<file path="src/rtl/pic_priority_resolver.sv">
// rtl/pic_priority_resolver.sv - 8259 IRR/ISR/priority stage; optional PIC_SPECIAL_MASK_EN adds smm
module pic_priority_resolver #(
    parameter int         NUM_IRQ  = 8,
    parameter logic [2:0] LP_RESET = 3'd7
) (
    input  logic               clk,
    input  logic               rst,
    input  logic [NUM_IRQ-1:0] ir_in,
    input  logic               ltim,
    input  logic [NUM_IRQ-1:0] imr,
    input  logic               inta_first,
    input  logic               inta_second,
    input  logic               aeoi,
    input  logic               auto_rotate,
    input  logic               eoi_valid,
    input  logic               eoi_specific,
    input  logic               eoi_rotate,
    input  logic [2:0]         eoi_level,
    input  logic               prio_set,
`ifdef PIC_SPECIAL_MASK_EN
    input  logic               smm,
`endif
    output logic [NUM_IRQ-1:0] irr,
    output logic [NUM_IRQ-1:0] isr,
    output logic               int_req,
    output logic [2:0]         highest_isr,
    output logic [2:0]         ack_id,
    output logic               spurious
);

    logic [2:0]         lp;
    logic [NUM_IRQ-1:0] ir_prev;

    // Returns {found, id}: first set bit scanning lp+1, lp+2, ..., lp.
    function automatic logic [3:0] pick(input logic [NUM_IRQ-1:0] v, input logic [2:0] base);
        logic [3:0] r;
        logic [2:0] idx;
        r = 4'd0;
        for (int k = 1; k <= NUM_IRQ; k++) begin
            idx = base + 3'(k);
            if (!r[3] && v[idx]) r = {1'b1, idx};
        end
        return r;
    endfunction

    logic [3:0]         cand, hi, nest;
    logic [NUM_IRQ-1:0] nest_isr;
    logic [2:0]         rank_cand, rank_nest, eoi_target;
    logic               req_next, ack, eoi_act, aeoi_act;
    logic [NUM_IRQ-1:0] isr_set, isr_clr, irr_next;
    logic [2:0]         lp_next;

    always_comb begin
        nest_isr = isr;
`ifdef PIC_SPECIAL_MASK_EN
        if (smm) nest_isr = isr & ~imr;
`endif
        cand = pick(irr & ~imr, lp);
        hi   = pick(isr, lp);
        nest = pick(nest_isr, lp);

        // Rank 0 is the highest priority level (lp+1).
        rank_cand = cand[2:0] - lp - 3'd1;
        rank_nest = nest[2:0] - lp - 3'd1;
        req_next  = cand[3] && (!nest[3] || (rank_cand < rank_nest));

        ack        = inta_first && cand[3];
        eoi_target = eoi_specific ? eoi_level : nest[2:0];
        eoi_act    = eoi_valid && (eoi_specific || nest[3]);
        aeoi_act   = inta_second && aeoi && !spurious;

        isr_set = ack ? (NUM_IRQ'(1) << cand[2:0]) : '0;
        isr_clr = '0;
        if (eoi_act)  isr_clr = isr_clr | (NUM_IRQ'(1) << eoi_target);
        if (aeoi_act) isr_clr = isr_clr | (NUM_IRQ'(1) << ack_id);

        irr_next = ltim ? ir_in : (irr | (ir_in & ~ir_prev));
        if (ack) irr_next[cand[2:0]] = 1'b0;

        lp_next = lp;
        if (prio_set)                      lp_next = eoi_level;
        else if (eoi_act && eoi_rotate)    lp_next = eoi_target;
        else if (aeoi_act && auto_rotate)  lp_next = ack_id;
    end

    assign highest_isr = hi[2:0];

    always_ff @(posedge clk) begin
        if (rst) begin
            irr      <= '0;
            isr      <= '0;
            lp       <= LP_RESET;
            int_req  <= 1'b0;
            ack_id   <= 3'd0;
            spurious <= 1'b0;
            ir_prev  <= '0;
        end else begin
            ir_prev <= ir_in;
            irr     <= irr_next;
            // Set wins over clear when the same bit is hit by both.
            isr     <= (isr & ~isr_clr) | isr_set;
            lp      <= lp_next;
            int_req <= inta_first ? 1'b0 : req_next;
            if (inta_first) begin
                ack_id   <= cand[3] ? cand[2:0] : 3'd7;
                spurious <= ~cand[3];
            end
        end
    end

endmodule
</file>
<file path="config.mk">
export PLATFORM = sky130hd
export DESIGN_NAME = pic_priority_resolver
export DESIGN_NICKNAME = d
export VERILOG_FILES = /design/src/rtl/pic_priority_resolver.sv
export SDC_FILE = /design/constraint.sdc
export NUM_CORES = 1
export LEC_CHECK = 0
export ABC_AREA = 1
export CORE_ASPECT_RATIO = 0.5
export CORE_MARGIN = 2
export CORE_UTILIZATION = 55
export CTS_CLUSTER_SIZE = 8
export DETAILED_ROUTE_END_ITERATION = 8
export GPL_TIMING_DRIVEN = 0
export PLACE_DENSITY_LB_ADDON = 0.15
export SLEW_MARGIN = 10
export SYNTH_ARGS = -nofsm -noshare
export SYNTH_HDL_FRONTEND = slang
export SYNTH_SLANG_ARGS = --single-unit
export TNS_END_PERCENT = 20
</file>
<file path="constraint.sdc">
create_clock -name clk -period 8.6 [get_ports clk]
set_input_delay 1.72 -clock clk [delete_from_list [all_inputs] [get_ports clk]]
set_output_delay 1.72 -clock clk [all_outputs]
set_load 0.05 [all_outputs]
</file>
==> results_dict.tcl <==
set metrics [dict create \
    rsz0062_at_grt "no" \
    holdCritPathClass "reg -> reg" \
    row_count 19 \
    dieArea_um2 6400 \
    cap_violations 0 \
    synth_nets 539 \
    start_kind "flip-flop" \
    gp_congestion 0.927 \
    period_share_pct 66.1 \
    antenna_cells 0 \
    hold_viol 0 \
    avgRoutedWirePerCell_um 14.2 \
    finalPower_uw 1220 \
    cts-resized-gates 0 \
    chipWidth_um 111 \
    postCtsSetupRepairBufs 0 \
    first_iter_violations 252 \
    status "finished, final reports clean" \
    tritoncts "built" \
    slew_viol_final 0 \
    vias 3471 \
    hpwl_um 7070 \
    path_class "reg -> out" \
    routed_wl_um 9000 \
    grt.total_usage_pct 28.8 \
    max_freq_mhz 176 \
    port_buffers 52 \
    grt_max_degree 13 \
    setup_viol 0 \
    timing.rr.start "lp[0]" \
    grt_pass1_wl_um 14800 \
    post-route-min-period_ps 5690 \
    synthDistinctLibCells 45 \
    synthFlopType "dfxtp_1" \
    fin_skew_ps 3.84 \
    tns_ps 0 \
    syn_inst 501 \
    cts_buffer_depth 2 \
    hold-worst-slack_ps 559 \
    synth-seq-cells 32 \
    grt-ovfl-total 0 \
    syn_to_final_growth_pct 23.9 \
    firstDrtPassIters 5 \
    seq_area_frac_synth_pct 20.3 \
    ir_drop_v 0.000267 \
    ant_nets 0 \
    p_per_area_nw_per_um2 311 \
    synth-edff-count 0 \
    syn_area_per_cell_um2 6.30 \
    io_pins 54 \
    start_util_pct 57.2 \
    clock_sinks 32 \
    cts-buffers-inserted 5 \
    clkLatencyLatePin_ps 270 \
    startpoint "lp[0]" \
    p_leak_uw 0.00188 \
    drive_above_1_share_pct 14.1 \
    hold_start "ir_prev[0]" \
    maxSlewHeadroom_pct 60.3 \
    num-fill-cells 501 \
    required_ps 6880 \
    drcViolationCount 0 \
    final_common_cell "nand2_1" \
    clk_pin_slew_ps 50 \
    coreArea_um2 5520 \
    layout_common_cells "nand2_1, inv_1, clkdlybuf4s50_1" \
    path_max_fanout 12 \
    syn-cell-area_um2 3160 \
    async_flop_share_pct 0 \
    endpoint_kind "primary output" \
    grt_pass1_vias 3076 \
    cp.arrival_ps 3970 \
    viasPerCell 5.47 \
    ctsHtreeMaxLevel 2 \
    dieHeight_um 57.6 \
    grt_antenna_before_repair 0 \
    hold_buffers 0 \
    final_nets 598 \
    yosysWarnings 0 \
    root_buffer "clkbuf_16" \
    tightest_slew_ps 592 \
]
## final timing paths
kind | end | slack (ps) | cells past startpoint
max | highest_isr[1] | 2910 | 17
min | irr[0] | 560 | 3
max reg2reg | int_req | 3890 | 25
min reg2reg | irr[0] | 560 | 3
## worst max-delay path, stage by stage, from the launching register on
cell             delay [ps]
dfxtp_1                 500
inv_2                   140
buf_6                   190
ha_1                    340
inv_1                   110
buf_2                   240
nand3_1                 160
nand3_1                 130
nand2_1                 120
inv_2                   110
nand4_4                 140
nor2_8                  170
nand3_4                 100
nand2_1                  70
inv_1                    40
nand2_1                 100
and2_1                  180
clkdlybuf4s50_1         840
## metrics by stage
step / std cells / instance area, um^2 / setup WS [ps] / util, %
floorplan: 501 / 3160 / 4000 / -
global placement: 626 / 3770 / 3080 / 68.3
detailed placement: 626 / 3770 / 3000 / 68.3
CTS: 634 / 3910 / 2930 / 70.9
global route: 634 / 3910 / 2650 / 70.9
finish: 634 / 3910 / 2910 / 70.9
## per-layer routing
layer  up-vias  track usage [%]  part of all wire, %
met5         -                0                    0
met4         0             5.11                 0.73
met3         9             4.57                  7.2
met2       121             46.0                   43
met1      1587             42.1                   49
li1       1754                -                    -
## layout make-up
class,count,area [um^2],area share (%)
tap,73,91.3,2.34
multi-input combinational,385,2160,55.3
timing repair buffer,52,520,13.3
clock buffer,5,125,3.20
inverter,71,272,6.94
sequential,32,641,16.4
buffer,13,80.1,2.05
clock inverter,3,18.8,0.480
## flip-flops by register name (all words and copies together), names as in the netlist
register,count
ir_prev,8
irr,8
isr,8
ack_id,3
lp,3
int_req,1
spurious,1
## synthesized netlist by cell type (2+ instances only)
library cell / n / area, um^2
nand2_1: 155 / 582
inv_1: 58 / 218
nand3_1: 51 / 255
nor2_1: 38 / 143
dfxtp_1: 32 / 641
o21ai_0: 18 / 90.1
a21oi_1: 16 / 80.1
nand2_2: 12 / 75.1
inv_2: 10 / 37.5
a31oi_1: 9 / 56.3
nand3_2: 9 / 90.1
a32oi_1: 7 / 61.3
nand2_4: 7 / 78.8
ha_1: 6 / 75.1
nand4_1: 6 / 37.5
o21ai_1: 6 / 30.0
buf_2: 4 / 20.0
clkbuf_1: 4 / 15.0
nand3_4: 4 / 70.1
nor2_4: 4 / 45.0
o21ai_2: 4 / 35.0
xor2_1: 4 / 35.0
buf_4: 3 / 22.5
nor2_8: 3 / 60.1
o211ai_1: 3 / 22.5
a21oi_4: 2 / 32.5
a32o_1: 2 / 20.0
and2_1: 2 / 12.5
buf_6: 2 / 22.5
clkinv_1: 2 / 7.51
fa_1: 2 / 40.0
nor3_1: 2 / 10.0
o2111ai_1: 2 / 17.5
## report_power, final
| part | internal (uW) | switching (uW) |
|---|---|---|
| registers | 173 | 32.6 |
| clock network | 106 | 63.1 |
| logic | 275 | 566 |
## cells by family after synthesis
group / after synthesis / share of synthesized area (%)
and+or+nand+nor: 298 / 47.7
DFF: 32 / 20.3
buffers and inverters: 84 / 11.1
adders and majority gates: 8 / 3.65
AOI/OAI and AO/OA: 73 / 15.3
xor gates and xnor gates: 6 / 1.90
Note: power is estimated with default switching activity, not from simulation.
